==> src/rtl/seq_divider.sv <==
// Sequential signed restoring divider with C semantics (truncate toward zero,
// remainder follows the dividend sign); operands arrive serially on data_in.
module seq_divider #(
    parameter int N = 9
) (
    input  logic         clk,
    input  logic         rst_n,
    input  logic         start,
    input  logic [N-1:0] data_in,
    output logic [N-1:0] quotient,
    output logic [N-1:0] remainder,
    output logic         done,
    output logic         busy,
    output logic         dz,
    output logic         ovf
);

    localparam int CW = (N > 1) ? $clog2(N) : 1;

    typedef enum logic [2:0] {
        IDLE,
        LOAD_A,
        LOAD_B,
        CHECK,
        ITER,
        FIX,
        DONE
    } state_t;

    state_t         state_q, state_d;
    logic [N-1:0]   dividend_q, dividend_d;
    logic [N-1:0]   divisor_q, divisor_d;
    logic [N-1:0]   divMag_q, divMag_d;
    logic [N-1:0]   quoWork_q, quoWork_d;
    logic [N:0]     remWork_q, remWork_d;
    logic [CW-1:0]  count_q, count_d;
    logic           dividendNeg_q, dividendNeg_d;
    logic           signDiff_q, signDiff_d;
    logic [N-1:0]   quotient_q, quotient_d;
    logic [N-1:0]   remainder_q, remainder_d;
    logic           dz_q, dz_d;
    logic           ovf_q, ovf_d;

    logic [N:0]     shifted;
    logic [N:0]     trial;
    logic           fits;

    always_ff @(posedge clk or negedge rst_n) begin
        if (!rst_n) begin
            state_q       <= IDLE;
            dividend_q    <= '0;
            divisor_q     <= '0;
            divMag_q      <= '0;
            quoWork_q     <= '0;
            remWork_q     <= '0;
            count_q       <= '0;
            dividendNeg_q <= 1'b0;
            signDiff_q    <= 1'b0;
            quotient_q    <= '0;
            remainder_q   <= '0;
            dz_q          <= 1'b0;
            ovf_q         <= 1'b0;
        end else begin
            state_q       <= state_d;
            dividend_q    <= dividend_d;
            divisor_q     <= divisor_d;
            divMag_q      <= divMag_d;
            quoWork_q     <= quoWork_d;
            remWork_q     <= remWork_d;
            count_q       <= count_d;
            dividendNeg_q <= dividendNeg_d;
            signDiff_q    <= signDiff_d;
            quotient_q    <= quotient_d;
            remainder_q   <= remainder_d;
            dz_q          <= dz_d;
            ovf_q         <= ovf_d;
        end
    end

    always_comb begin
        state_d       = state_q;
        dividend_d    = dividend_q;
        divisor_d     = divisor_q;
        divMag_d      = divMag_q;
        quoWork_d     = quoWork_q;
        remWork_d     = remWork_q;
        count_d       = count_q;
        dividendNeg_d = dividendNeg_q;
        signDiff_d    = signDiff_q;
        quotient_d    = quotient_q;
        remainder_d   = remainder_q;
        dz_d          = dz_q;
        ovf_d         = ovf_q;
        done          = 1'b0;
        busy          = (state_q != IDLE);

        // A set guard bit means the shifted remainder already exceeds any magnitude.
        shifted = {remWork_q[N-1:0], quoWork_q[N-1]};
        trial   = shifted - {1'b0, divMag_q};
        fits    = remWork_q[N] | (shifted >= {1'b0, divMag_q});

        case (state_q)
            IDLE: begin
                if (start) begin
                    state_d = LOAD_A;
                end
            end
            LOAD_A: begin
                dividend_d = data_in;
                state_d    = LOAD_B;
            end
            LOAD_B: begin
                divisor_d = data_in;
                state_d   = CHECK;
            end
            CHECK: begin
                if (divisor_q == '0) begin
                    quotient_d  = '0;
                    remainder_d = dividend_q;
                    dz_d        = 1'b1;
                    ovf_d       = 1'b0;
                    state_d     = DONE;
                end else begin
                    // Negating -2^(N-1) yields 2^(N-1), which is correct read as unsigned.
                    dividendNeg_d = dividend_q[N-1];
                    signDiff_d    = dividend_q[N-1] ^ divisor_q[N-1];
                    quoWork_d     = dividend_q[N-1] ? -dividend_q : dividend_q;
                    divMag_d      = divisor_q[N-1] ? -divisor_q : divisor_q;
                    remWork_d     = '0;
                    count_d       = '0;
                    state_d       = ITER;
                end
            end
            ITER: begin
                quoWork_d = {quoWork_q[N-2:0], 1'b0};
                if (fits) begin
                    remWork_d    = trial;
                    quoWork_d[0] = 1'b1;
                end else begin
                    remWork_d = shifted;
                end
                count_d = count_q + CW'(1);
                if (count_q == CW'(N - 1)) begin
                    state_d = FIX;
                end
            end
            FIX: begin
                quotient_d  = signDiff_q ? -quoWork_q : quoWork_q;
                remainder_d = dividendNeg_q ? -remWork_q[N-1:0] : remWork_q[N-1:0];
                ovf_d       = (dividend_q == {1'b1, {(N-1){1'b0}}}) && (divisor_q == '1);
                dz_d        = 1'b0;
                state_d     = DONE;
            end
            DONE: begin
                done    = 1'b1;
                state_d = IDLE;
            end
            default: begin
                state_d = IDLE;
            end
        endcase
    end

    assign quotient  = quotient_q;
    assign remainder = remainder_q;
    assign dz        = dz_q;
    assign ovf       = ovf_q;

endmodule

==> config.mk <==
export PLATFORM = sky130hd
export DESIGN_NAME = seq_divider
export DESIGN_NICKNAME = d
export VERILOG_FILES = /design/src/rtl/seq_divider.sv
export SDC_FILE = /design/constraint.sdc
export NUM_CORES = 1
export LEC_CHECK = 0
export BUFFER_PORTS_ARGS = -buffer_cell sky130_fd_sc_hd__buf_4
export CORE_MARGIN = 2
export CORE_UTILIZATION = 25
export CTS_CLUSTER_DIAMETER = 50
export DETAILED_ROUTE_END_ITERATION = 12
export PLACE_DENSITY = 0.51
export SYNTH_ARGS = -nofsm -noshare
export SYNTH_HDL_FRONTEND = slang
export SYNTH_SLANG_ARGS = --single-unit
export TNS_END_PERCENT = 100
==> constraint.sdc <==
create_clock -name clk -period 4.75 [get_ports clk]
set_input_delay 0.475 -clock clk [delete_from_list [all_inputs] [get_ports clk]]
set_output_delay 0.475 -clock clk [all_outputs]
set_load 0.05 [all_outputs]
# ---- Word level (Yosys, flattened, before mapping)
# Cells that the tools add are included.
dict set report word_totals {
  reg_bits 75
  inputBits 12
  output_inout_bits 22
  elab_cells 71
}
dict set report op_classes {
  n_addsub 6
  order_cmp 1
  eq_ne 13
  mux 25
  n_bitwise 3
  n_reduce_logical 10
}
# op count
set op_table {}
lappend op_table {{$mux W9} 7}
lappend op_table {{$pmux W9 S2} 3}
lappend op_table {{$neg A9 Y9} 4}
lappend op_table {{$mux W10} 2}
lappend op_table {{$pmux W10 S2} 1}
lappend op_table {{$eq A9 B9 Y1 const B} 2}
lappend op_table {{$pmux W3 S6} 1}
lappend op_table {{$ge A10 B9 Y1} 1}
lappend op_table {{$sub A10 B9 Y10} 1}
lappend op_table {{$eq A3 B3 Y1 const B} 3}
lappend op_table {{$logic_not A9 Y1} 1}
lappend op_table {{$ne A2 B2 Y1 const B} 4}
lappend op_table {{$pmux W4 S2} 1}
lappend op_table {{$reduce_and A2 Y1} 4}
lappend op_table {{$eq A3 B2 Y1 const B} 2}
lappend op_table {{$mux W3} 2}
lappend op_table {{$add A4 B1 Y4 const B} 1}
lappend op_table {{$eq A4 B4 Y1 const B} 1}
lappend op_table {{$mux W1} 4}
lappend op_table {{$mux W4} 1}
lappend op_table {{$pmux W1 S2} 2}
lappend op_table {{$reduce_bool A2 Y1} 2}
lappend op_table {{$eq A3 B1 Y1 const B} 1}
lappend op_table {{$logic_not A3 Y1} 1}
lappend op_table {{6 further kinds} 6}

# ---- Logic depth before layout (Yosys ltp)
dict set report logic_depth {
  ltp_word 4
  mapped_depth 10
  depth_no_buf 10
}

# ---- Worst setup path before layout
# Ideal clock, no wire load.
dict set report synth_path {
  kind {register -> register}
  startpoint {register quoWork_q[8]}
  endpoint {register quoWork_q[0]}
  setup_ns 0.126
  t_arrival_ns 2.219
  t_required_ns 4.624
  slack_ns 2.404
  stages_incl_launch_ff 10
  n_path_buf 0
  synth_period_minus_slack_ns 2.346
  cell_sequence {dfrtp_1 inv_1 ha_1 inv_1 fa_1 a211oi_2 o21ai_2 a2111oi_4 nor3_1 a221o_1}
}
dict set report synth_via {
  elab_chain_len 4
}
# element line_no
set synth_rtl {}
lappend synth_rtl {{start: declaration} 34} ;# logic [N-1:0] quoWork_q, quoWork_d;
lappend synth_rtl {{start signal: assignment} 68} ;# quoWork_q <= quoWork_d;
lappend synth_rtl {{$ge A10 B9 Y1} 100} ;# fits = remWork_q[N] | (shifted >= {1'b0, divMag_q});
lappend synth_rtl {{$or A1 B1 Y1} 100}
lappend synth_rtl {{$mux W1} 136} ;# if (fits) begin
lappend synth_rtl {{$pmux W9 S2} 102} ;# case (state_q)
# No other way between the ends.
# A chain may end at the register's enable or synchronous reset.

# ---- Worst setup path in the final report
dict set report layout_path {
  startpoint {register quoWork_q[8]}
  endpoint {register remWork_q[4]}
}
dict set report layout_via {
  elab_chain_len 4
  word_cells_on_any_way 5
  classes_between {1 x add/sub; 1 x order compare; 2 x mux; 1 x bitwise}
}
# element line_no
set layout_rtl {}
lappend layout_rtl {{$ge A10 B9 Y1} 100}
lappend layout_rtl {{$or A1 B1 Y1} 100}
lappend layout_rtl {{$mux W10 *} 136}
lappend layout_rtl {{$pmux W10 S2 *} 102}
lappend layout_rtl {{end signal: assignment} 69} ;# remWork_q <= remWork_d;
lappend layout_rtl {{end: declaration} 35} ;# logic [N:0] remWork_q, remWork_d;
# Mark *: on every way between the ends. The rest lies on a longest branch, timed or not.

==> metrics.yaml <==
floorplanning:
  dieArea_um2: 18100
  io-pin-count: 34
  die_y_um: 134
  fp.dieW_um: 134
  rows: 47
  design.core.area_um2: 16600
  start_util: 0.256
clock_network:
  cts_buffers: 9
  cts_hold_buf: 0
  ctsResizeCount: 0
  insertion_delay_ns: 0.34
  root_buffer: "clkbuf_16"
  cts_buffer_depth: 2
  htreeDepth: 3
  post-cts-setup-buffer-count: 0
  clock-sinks: 75
  cts_tree: "yes"
  clk_pin_slew_ns: 0.06
setup_path:
  critPathMaxStageDelay_ns: 0.44
  crit_path_frequent_cell: "inv_1"
  crit_family: "compound AO/OA/AOI/OAI gates"
  crit_path_start_kind: "register"
  slowest_stage: "a2111oi_4"
  end_kind: "register"
  path_max_fanout: 4
  path_cells: "inv_1 -> ha_1 -> inv_1 -> fa_1 -> a211oi_2 -> o21ai_2 -> a2111oi_4 -> nor3_1 -> a22oi_1 -> o21ai_0"
  required_ns: 4.96
  worstSetupPathType: "register to register"
  cp.buffers_inverters: 2
  crit_arrival_ns: 2.83
logic_synthesis:
  yosys.area.top_type: "dfrtp_1"
  yosys-top-cells-count: "dfrtp_1 (75), nand2_1 (52), o21ai_0 (41)"
  netlist_area_um2: 4250
  ys_ff_latch: 75
  syn_nets: 471
  synth.distinct_cells: 54
  seq_area_frac_synth: 0.441
  synthTopCellsByArea: "dfrtp_1 (44%), o21ai_0 (4.8%), ha_1 (4.7%), nand2_1 (4.6%), xnor2_1 (4.5%)"
  synth_edf_count: 0
  synthArstFlopShare: 1.00
  synth_top_area_share: 0.441
  yosysMostFrequentCell: "dfrtp_1"
  postSynthCellCount: 442
  synth-warning-count: 0
  synth_flop_cell: "dfrtp_1"
  avgSynthCellArea_um2: 9.62
placement:
  dpl.hpwl_mm: 7.77
  place_congestion: 0.873
  post-place-ws_ns: 2.15
  port_buffers: 33
finish:
  fillCellCount: 1762
  antenna_cells: 0
  syn2layout_area_growth_pct: 17.5
  multi_input_area_um2: 2210
  fin_util: 0.301
  drive_above_1_share: 0.173
  nets: 499
  seq_area_um2: 1880
detailed_routing:
  ant_nets: 0
  drtPass1Iterations: 4
  vias: 3265
  drt_iter0_markers: 287
  drc: 0
  vias_per_cell: 4.70
  wirelength_mm: 10.7
  wl_per_cell_um: 15.4
timing:
  worst_pin_slew_ns: 1.01
  hold_violations: 0
  layout_setup_ws_ns: 2.13
  fin_skew_ns: 0.00542
  post-route-period-util: 0.552
  fmax_mhz: 382
  drv_slew: 0
  relSlewSlack: 0.328
  final.min_clock_period_ns: 2.62
  fin_tns_setup_ns: 0
  rsz0062_at_grt: "false"
  finalSetupViolations: 0
run_status:
  status: "finished, final reports clean"
global_route:
  antenna_found_initial: 0
  grt_first_pass_wirelength_mm: 17.4
  grt_pass1_vias: 3213
  overflow: 0
  gr-usage-all-layers: 0.124
  grt_max_degree: 76
job:
  cap_violations: 0
min_path:
  hp-class: "input pin to asynchronous set/reset pin"
through the flow:
step | hold WS [ns] | cell area [um^2] | instances
6_report | 0.280 | 5000 | 695
3_5_place_dp | 0.472 | 4730 | 679
5_1_grt | 0.369 | 5000 | 695
4_1_cts | 0.335 | 5000 | 695
2_1_floorplan | 0.179 | 4250 | 442
3_3_place_gp | 0.471 | 4730 | 679
logic make-up (layout without fill, tap and decap cells):
group,Yosys count,count (layout),synth area share
AOI/OAI and AO/OA,106,106,0.167
xor gates and xnor gates,32,32,0.0659
adders and majority gates,17,17,0.0518
buffers and inverters,41,74,0.0397
DFF,75,75,0.441
muxes,31,31,0.0771
and+or+nand+nor,140,140,0.157
final cells by class:
type | count | share of cell area
clock buffers | 9 | 0.0451
clock inverters | 7 | 0.00901
inverters | 20 | 0.0150
multi-input cells | 326 | 0.443
flip-flops and latches | 75 | 0.376
well taps | 220 | 0.0551
repair buffers | 38 | 0.0571
registers in the layout, indices dropped and copies added (netlist names):
signal         count
count_q            4
dividend_q         9
remainder          9
dividendNeg_q      1
divMag_q           9
remWork_q         10
state_q            3
quoWork_q          9
quotient           9
ovf                1
signDiff_q         1
divisor_q          9
dz                 1
final timing paths:
path	from	to	slack (ns)	cells after the start
max in group asynchronous	rst_n	count_q[0]	3.81	1
min in group clk	data_in[1]	dividend_q[1]	0.36	3
setup / recovery	quoWork_q[8]	remWork_q[4]	2.13	10
setup reg to reg	quoWork_q[8]	remWork_q[4]	2.13	10
hold reg to reg	divMag_q[7]	divMag_q[7]	0.48	2
hold / removal	rst_n	remWork_q[8]	0.28	1
layer usage:
| layer | track usage | part of all wire | up-vias |
|---|---|---|---|
| met2 | 0.192 | 0.46 | 47 |
| met1 | 0.168 | 0.49 | 1579 |
| met5 | 0 | 0 | - |
| met3 | 0.0287 | 0.028 | 23 |
| met4 | 0.0509 | 0.026 | 0 |
| li1 | - | - | 1616 |
layout by cell type (no fill, tap or decap), drive strengths merged, types with 10 or more instances in the layout:
master,count
a21oi,15
mux2i,17
buf,38
xnor2,22
inv,20
o21ai,44
o22ai,10
nor2,36
nand2,52
dfrtp,75
mux2,14
ha,16
xor2,10
Power is not shown: default switching activity piles up to over one toggle a cycle in this logic, so the estimate is an artifact.
